[src/rtl/bcd_addsub_seq.sv]
// Sequential BCD floating-point adder/subtractor.
// Operands are {error, sign, NumDigits BCD digits, exponent}; the significands
// are aligned one digit per cycle, combined one digit per cycle (LSD first),
// then carry-fixed and normalised before the registered result is offered.
module bcd_addsub_seq #(
    parameter int NumDigits = 8,
    parameter int ExpWidth  = $clog2(NumDigits) + 1
) (
    input  logic                                 clk_i,
    input  logic                                 rst_ni,
    input  logic                                 in_valid_i,
    output logic                                 in_ready_o,
    input  logic                                 op_i,
    input  logic [2+4*NumDigits+ExpWidth-1:0]    a_i,
    input  logic [2+4*NumDigits+ExpWidth-1:0]    b_i,
    output logic                                 out_valid_o,
    input  logic                                 out_ready_i,
    output logic [2+4*NumDigits+ExpWidth-1:0]    y_o
);

    localparam int W    = 2 + 4 * NumDigits + ExpWidth;
    localparam int SigW = 4 * NumDigits;
    localparam int CntW = $clog2(NumDigits);
    localparam logic [CntW-1:0]     LastCnt = CntW'(NumDigits - 1);
    localparam logic [ExpWidth-1:0] ExpMax  = '1;
    localparam logic [ExpWidth-1:0] ExpOne  = ExpWidth'(1);

    typedef enum logic [2:0] {
        IDLE,
        ALIGN,
        ADD,
        FIX,
        NORM,
        DONE
    } state_t;

    state_t              state;
    logic [SigW-1:0]     sig_a;
    logic [SigW-1:0]     sig_b;
    logic [SigW-1:0]     res;
    logic [ExpWidth-1:0] exp_a;
    logic [ExpWidth-1:0] exp_b;
    logic                sign_a;
    logic                sign_b;
    logic                carry;
    logic                res_err;
    logic [CntW-1:0]     cnt;

    logic                a_err;
    logic                b_err;
    logic                a_sign;
    logic                b_sign;
    logic [SigW-1:0]     a_sig;
    logic [SigW-1:0]     b_sig;
    logic [ExpWidth-1:0] a_exp;
    logic [ExpWidth-1:0] b_exp;
    logic                in_bad;

    logic [4:0]          dig_sum;
    logic [3:0]          dig_out;
    logic                dig_carry;

    // True when any nibble of a significand is not a legal BCD digit.
    function automatic logic bad_digits(input logic [SigW-1:0] s);
        logic bad;
        bad = 1'b0;
        for (int i = 0; i < NumDigits; i++) begin
            if (s[4*i +: 4] > 4'd9) begin
                bad = 1'b1;
            end
        end
        return bad;
    endfunction

    assign a_err  = a_i[W-1];
    assign b_err  = b_i[W-1];
    assign a_sign = a_i[W-2];
    assign b_sign = b_i[W-2];
    assign a_sig  = a_i[W-3 -: SigW];
    assign b_sig  = b_i[W-3 -: SigW];
    assign a_exp  = a_i[ExpWidth-1:0];
    assign b_exp  = b_i[ExpWidth-1:0];
    assign in_bad = a_err | b_err | bad_digits(a_sig) | bad_digits(b_sig);

    assign in_ready_o = (state == IDLE);

    // One BCD digit step on the current LSDs: decimal add with carry, or
    // decimal subtract with borrow (a is always the larger magnitude here).
    always_comb begin
        dig_sum   = 5'd0;
        dig_out   = 4'd0;
        dig_carry = 1'b0;
        if (sign_a == sign_b) begin
            dig_sum = {1'b0, sig_a[3:0]} + {1'b0, sig_b[3:0]} + {4'd0, carry};
            if (dig_sum > 5'd9) begin
                dig_out   = 4'(dig_sum - 5'd10);
                dig_carry = 1'b1;
            end else begin
                dig_out = dig_sum[3:0];
            end
        end else begin
            dig_sum = {1'b0, sig_a[3:0]} - {1'b0, sig_b[3:0]} - {4'd0, carry};
            if (dig_sum[4]) begin
                dig_out   = 4'(dig_sum + 5'd10);
                dig_carry = 1'b1;
            end else begin
                dig_out = dig_sum[3:0];
            end
        end
    end

    // Control FSM and datapath: capture, align, digit-serial add, fix, normalise, hold.
    always_ff @(posedge clk_i) begin
        if (!rst_ni) begin
            state       <= IDLE;
            sig_a       <= '0;
            sig_b       <= '0;
            res         <= '0;
            exp_a       <= '0;
            exp_b       <= '0;
            sign_a      <= 1'b0;
            sign_b      <= 1'b0;
            carry       <= 1'b0;
            res_err     <= 1'b0;
            cnt         <= '0;
            y_o         <= '0;
            out_valid_o <= 1'b0;
        end else begin
            case (state)
                IDLE: begin
                    if (in_valid_i) begin
                        if (in_bad) begin
                            y_o         <= {1'b1, {(W-1){1'b0}}};
                            out_valid_o <= 1'b1;
                            state       <= DONE;
                        end else begin
                            sig_a   <= a_sig;
                            sig_b   <= b_sig;
                            exp_a   <= a_exp;
                            exp_b   <= b_exp;
                            sign_a  <= a_sign;
                            sign_b  <= b_sign ^ op_i;
                            res_err <= 1'b0;
                            state   <= ALIGN;
                        end
                    end
                end
                ALIGN: begin
                    if (exp_a < exp_b) begin
                        sig_a <= sig_a >> 4;
                        exp_a <= exp_a + ExpOne;
                    end else if (exp_b < exp_a) begin
                        sig_b <= sig_b >> 4;
                        exp_b <= exp_b + ExpOne;
                    end else begin
                        if ((sign_a != sign_b) && (sig_b > sig_a)) begin
                            sig_a  <= sig_b;
                            sig_b  <= sig_a;
                            sign_a <= sign_b;
                            sign_b <= sign_a;
                        end
                        cnt   <= '0;
                        carry <= 1'b0;
                        res   <= '0;
                        state <= ADD;
                    end
                end
                ADD: begin
                    res   <= {dig_out, res[SigW-1:4]};
                    sig_a <= sig_a >> 4;
                    sig_b <= sig_b >> 4;
                    carry <= dig_carry;
                    cnt   <= cnt + CntW'(1);
                    if (cnt == LastCnt) begin
                        state <= FIX;
                    end
                end
                FIX: begin
                    if (carry) begin
                        if (exp_a == ExpMax) begin
                            res_err <= 1'b1;
                            res     <= '0;
                            exp_a   <= '0;
                        end else begin
                            res   <= {4'd1, res[SigW-1:4]};
                            exp_a <= exp_a + ExpOne;
                        end
                    end
                    carry <= 1'b0;
                    state <= NORM;
                end
                NORM: begin
                    if ((exp_a != '0) && (res[SigW-1 -: 4] == 4'd0)) begin
                        res   <= res << 4;
                        exp_a <= exp_a - ExpOne;
                    end else begin
                        y_o         <= {res_err, ((res != '0) ? sign_a : 1'b0), res, exp_a};
                        out_valid_o <= 1'b1;
                        state       <= DONE;
                    end
                end
                DONE: begin
                    if (out_ready_i) begin
                        out_valid_o <= 1'b0;
                        state       <= IDLE;
                    end
                end
                default: begin
                    state <= IDLE;
                end
            endcase
        end
    end

endmodule

[config.mk]
export PLATFORM = sky130hd
export DESIGN_NAME = bcd_addsub_seq
export DESIGN_NICKNAME = d
export VERILOG_FILES = /design/src/rtl/bcd_addsub_seq.sv
export SDC_FILE = /design/constraint.sdc
export NUM_CORES = 1
export LEC_CHECK = 0
export CAP_MARGIN = 20
export CELL_PAD_IN_SITES_DETAIL_PLACEMENT = 2
export CELL_PAD_IN_SITES_GLOBAL_PLACEMENT = 2
export CORE_MARGIN = 5
export CORE_UTILIZATION = 37
export CTS_BUF_LIST = sky130_fd_sc_hd__clkbuf_16
export CTS_CLUSTER_DIAMETER = 120
export DETAILED_ROUTE_END_ITERATION = 16
export PLACE_DENSITY_LB_ADDON = 0.1
export SLEW_MARGIN = 5
export SYNTH_ARGS = -nofsm -noshare
export SYNTH_HDL_FRONTEND = slang
export SYNTH_SLANG_ARGS = --single-unit
[constraint.sdc]
create_clock -name clk_i -period 6.68 [get_ports clk_i]
set_clock_uncertainty 0.15 [all_clocks]
set_input_delay 0.668 -clock clk_i [delete_from_list [all_inputs] [get_ports clk_i]]
set_output_delay 0.668 -clock clk_i [all_outputs]
set_load 0.01 [all_outputs]
==> impl_metrics.env <==
export IMPL_outcome="complete, no violations"
export IMPL_fin_hold_ws_ns=0.323
export IMPL_totalWireLength_mm=35.3
export IMPL_worst_setup_path_category="reg2reg"
export IMPL_fp_dieArea_um2=28000
export IMPL_dp_cells=1388
export IMPL_yosys_area_top_type="dfxtp_1"
export IMPL_synthToLayoutAreaGrowth_pct=22.1
export IMPL_clock_root_buffer="clkbuf_16"
export IMPL_drt_wirelength_per_cell_um=24.9
export IMPL_vias_per_cell=6.35
export IMPL_antenna_cells_inserted=0
export IMPL_nets=1220
export IMPL_layout_filler_cells=2653
export IMPL_kind_of_launch_point_of_the_worst_setup_path="register"
export IMPL_synth_main_ff_cell="dfxtp_1"
export IMPL_cp_cell_sequence="or3b_1 -> nor2_1 -> a31o_2 -> o2bb2ai_4 -> buf_4 -> a221oi_1"
export IMPL_most_common_cell_after_layout_fill_and_taps_aside="dfxtp_1"
export IMPL_post_synth_top_area_fraction_pct=33.4
export IMPL_yosysWarnings=0
export IMPL_post_cts_resized=0
export IMPL_vdd_ir_drop_max_uv=238
export IMPL_slew_headroom_pct=29.3
export IMPL_timing_critical_path_max_delay_family="compound AO/OA/AOI/OAI gates"
export IMPL_fin_tns_setup_ns=0
export IMPL_drtIter0Drc=1003
export IMPL_syn_area_per_cell_um2=9.05
export IMPL_cts_hold_buffers=0
export IMPL_boundaryPins=121
export IMPL_ys_top_cells_by_area="dfxtp_1, ha_1, a222oi_1"
export IMPL_ys_async_sr_fraction_pct=0
export IMPL_final_util_pct=45.9
export IMPL_globalRouteOverflowTotal=0
export IMPL_synth_distinct_cells=72
export IMPL_final_area_um2=11200
export IMPL_synth_cell_area_um2=9170
export IMPL_max_clock_path_buffers=2
export IMPL_synth_edff_count=0
export IMPL_postSynthNetCount=1150
export IMPL_static_leak_nw=4.51
export IMPL_cts_sinks=153
export IMPL_postSynthCellCount=1013
export IMPL_die_extent_in_x_um=167
export IMPL_layout_common_cells="dfxtp_1, clkdlybuf4s50_1, nand2_1, o21ai_0, a22oi_1"
export IMPL_clock_insertion_delay_worst_skew_ns=0.44
export IMPL_grt_start_max_net_pins=87
export IMPL_io_buffer_count=120
export IMPL_crit_path_start="state[0]"
export IMPL_worst_path_max_fanout=34
export IMPL_post_dp_hpwl_mm=23.7
export IMPL_std_cell_rows=57
export IMPL_multi_input_area_um2=5600
export IMPL_rsz0062_at_grt="false"
export IMPL_coreArea_um2=24400
export IMPL_critPathRequiredTime_ns=6.87
export IMPL_hold_path_startpoint="y_o[30]"
export IMPL_clock_transition_at_the_registers_of_the_reported_paths_ns=0.07
export IMPL_yosysSeqAreaShare_pct=33.4
export IMPL_max_cap_violations=0
export IMPL_power_per_cell_area_nw_per_um2=514
export IMPL_start_util_pct=37.6
export IMPL_gp_congestion=0.812
export IMPL_drive_gt1_share_pct=9.03
export IMPL_postSynthRegisterBits=153
export IMPL_wire_length_of_the_first_global_routing_pass_mm=56.1
export IMPL_drtAntennaViolNets=0
export IMPL_critical_path_slowest_cell="dfxtp_1"
export IMPL_drc_errors=0
export IMPL_final_min_clock_period_ns=4.14
export IMPL_fraction_of_the_cycle_the_final_worst_path_needs_pct=61.9
export IMPL_via_count_of_the_first_global_routing_pass=9557
export IMPL_place_area_um2=10600
export IMPL_postCtsSetupBuffers=0
export IMPL_max_freq_mhz=242
export IMPL_final_seq_area_um2=3060
export IMPL_worstSetupEndpointType="register"
export IMPL_grt_antenna_before_repair=0
export IMPL_critPathMaxStageDelay_ns=0.95
export IMPL_hold_viol=0
export IMPL_drt_first_pass_iters=8
export IMPL_fin_cells=1420
export IMPL_cts_buffers_inserted=17
export IMPL_grt_usage_pct=24.7
export IMPL_die_span_in_y_um=167
export IMPL_vias=9020
export IMPL_tritoncts_clock_tree="built"
export IMPL_timing_critical_path_arrival_ns=4.33
export IMPL_path_buf_inv=1
export IMPL_timing_max_transition_violations_final=0
export IMPL_hp_class="reg2reg"
export IMPL_worst_pin_slew_ns=1.06
export IMPL_report_final_setup_viol=0
export IMPL_htreeDepth=4
export IMPL_worstReg2RegStart="state[0]"
path summary, 6_finish.rpt:
kind,endpoint,slack (ns),cells after the start
setup / recovery,sig_a[17],2.54,6
hold / removal,y_o[30],0.32,2
setup reg to reg,sig_a[17],2.54,6
hold reg to reg,y_o[30],0.32,2
worst reg2reg max path, stage by stage, from the launching register on:
cell and delay [ns]:
dfxtp_1 0.95, or3b_1 0.73, nor2_1 0.27, a31o_2 0.83
o2bb2ai_4 0.39, buf_4 0.39, a221oi_1 0.33
layout make-up:
class                   instances  share of cell area, %
well taps                     324                   3.62
flip-flops and latches        153                   27.4
inverters                      50                   1.68
clock buffers                  17                   3.80
multi-input cells             727                   50.1
clock inverters                15                   1.49
repair buffers                134                   12.0
routing by layer:
metal / vias up / part of all wire, % / wire length, um / global-route usage (%)
li1: 4077 / - / - / -
met1: 4636 / 47 / 16500 / 35.0
met2: 264 / 46 / 16400 / 39.4
met3: 43 / 5.1 / 1790 / 3.47
met4: 0 / 2.0 / 692 / 7.09
met5: - / 0 / 0 / 0
flip-flops by register name, summed over array words and instances (netlist names):
name and count:
sig_a 32, exp_b 4, exp_a 4, y_o 38
cnt 3, sign_b 1, carry 1, res_err 1
state 3, sign_a 1, res 32, sig_b 32
out_valid_o 1
logic make-up after synthesis:
group / count (synthesis) / share of synthesized area [%]
AND/OR/NAND/NOR: 256 / 14.6
AO/OA/AOI/OAI: 394 / 35.5
flip-flops: 153 / 33.4
XOR/XNOR: 10 / 0.955
adder cells (fa/ha/maj): 56 / 8.05
multiplexers: 11 / 1.20
buffers and inverters: 133 / 6.30
power by group:
group	total [mW]	internal (mW)	leakage (nW)	switching, mW
clock network	1.01	0.561	0.292	0.453
registers	1.52	1.15	1.25	0.375
logic	3.22	1.16	2.97	2.06
synth_stat cells (11+ instances only):
cell / count
dfxtp_1: 153
nand2_1: 100
o21ai_0: 75
a22oi_1: 69
a222oi_1: 56
o211a_1: 55
clkbuf_1: 52
ha_1: 51
inv_1: 50
nor2b_1: 45
a221oi_2: 30
a21oi_1: 28
nor2_1: 22
buf_2: 21
nand3_1: 21
nand4_1: 16
mux2i_1: 11
nor4_1: 11
metrics by stage:
stage	power, mW	setup WS, ns
after global routing	6.14	2.34
after detailed placement	4.67	2.54
after floorplan	3.67	4.06
after CTS	5.76	2.54
after global placement	4.51	2.48
final	5.75	2.54
No activity file was read; power rests on OpenSTA's default activity.
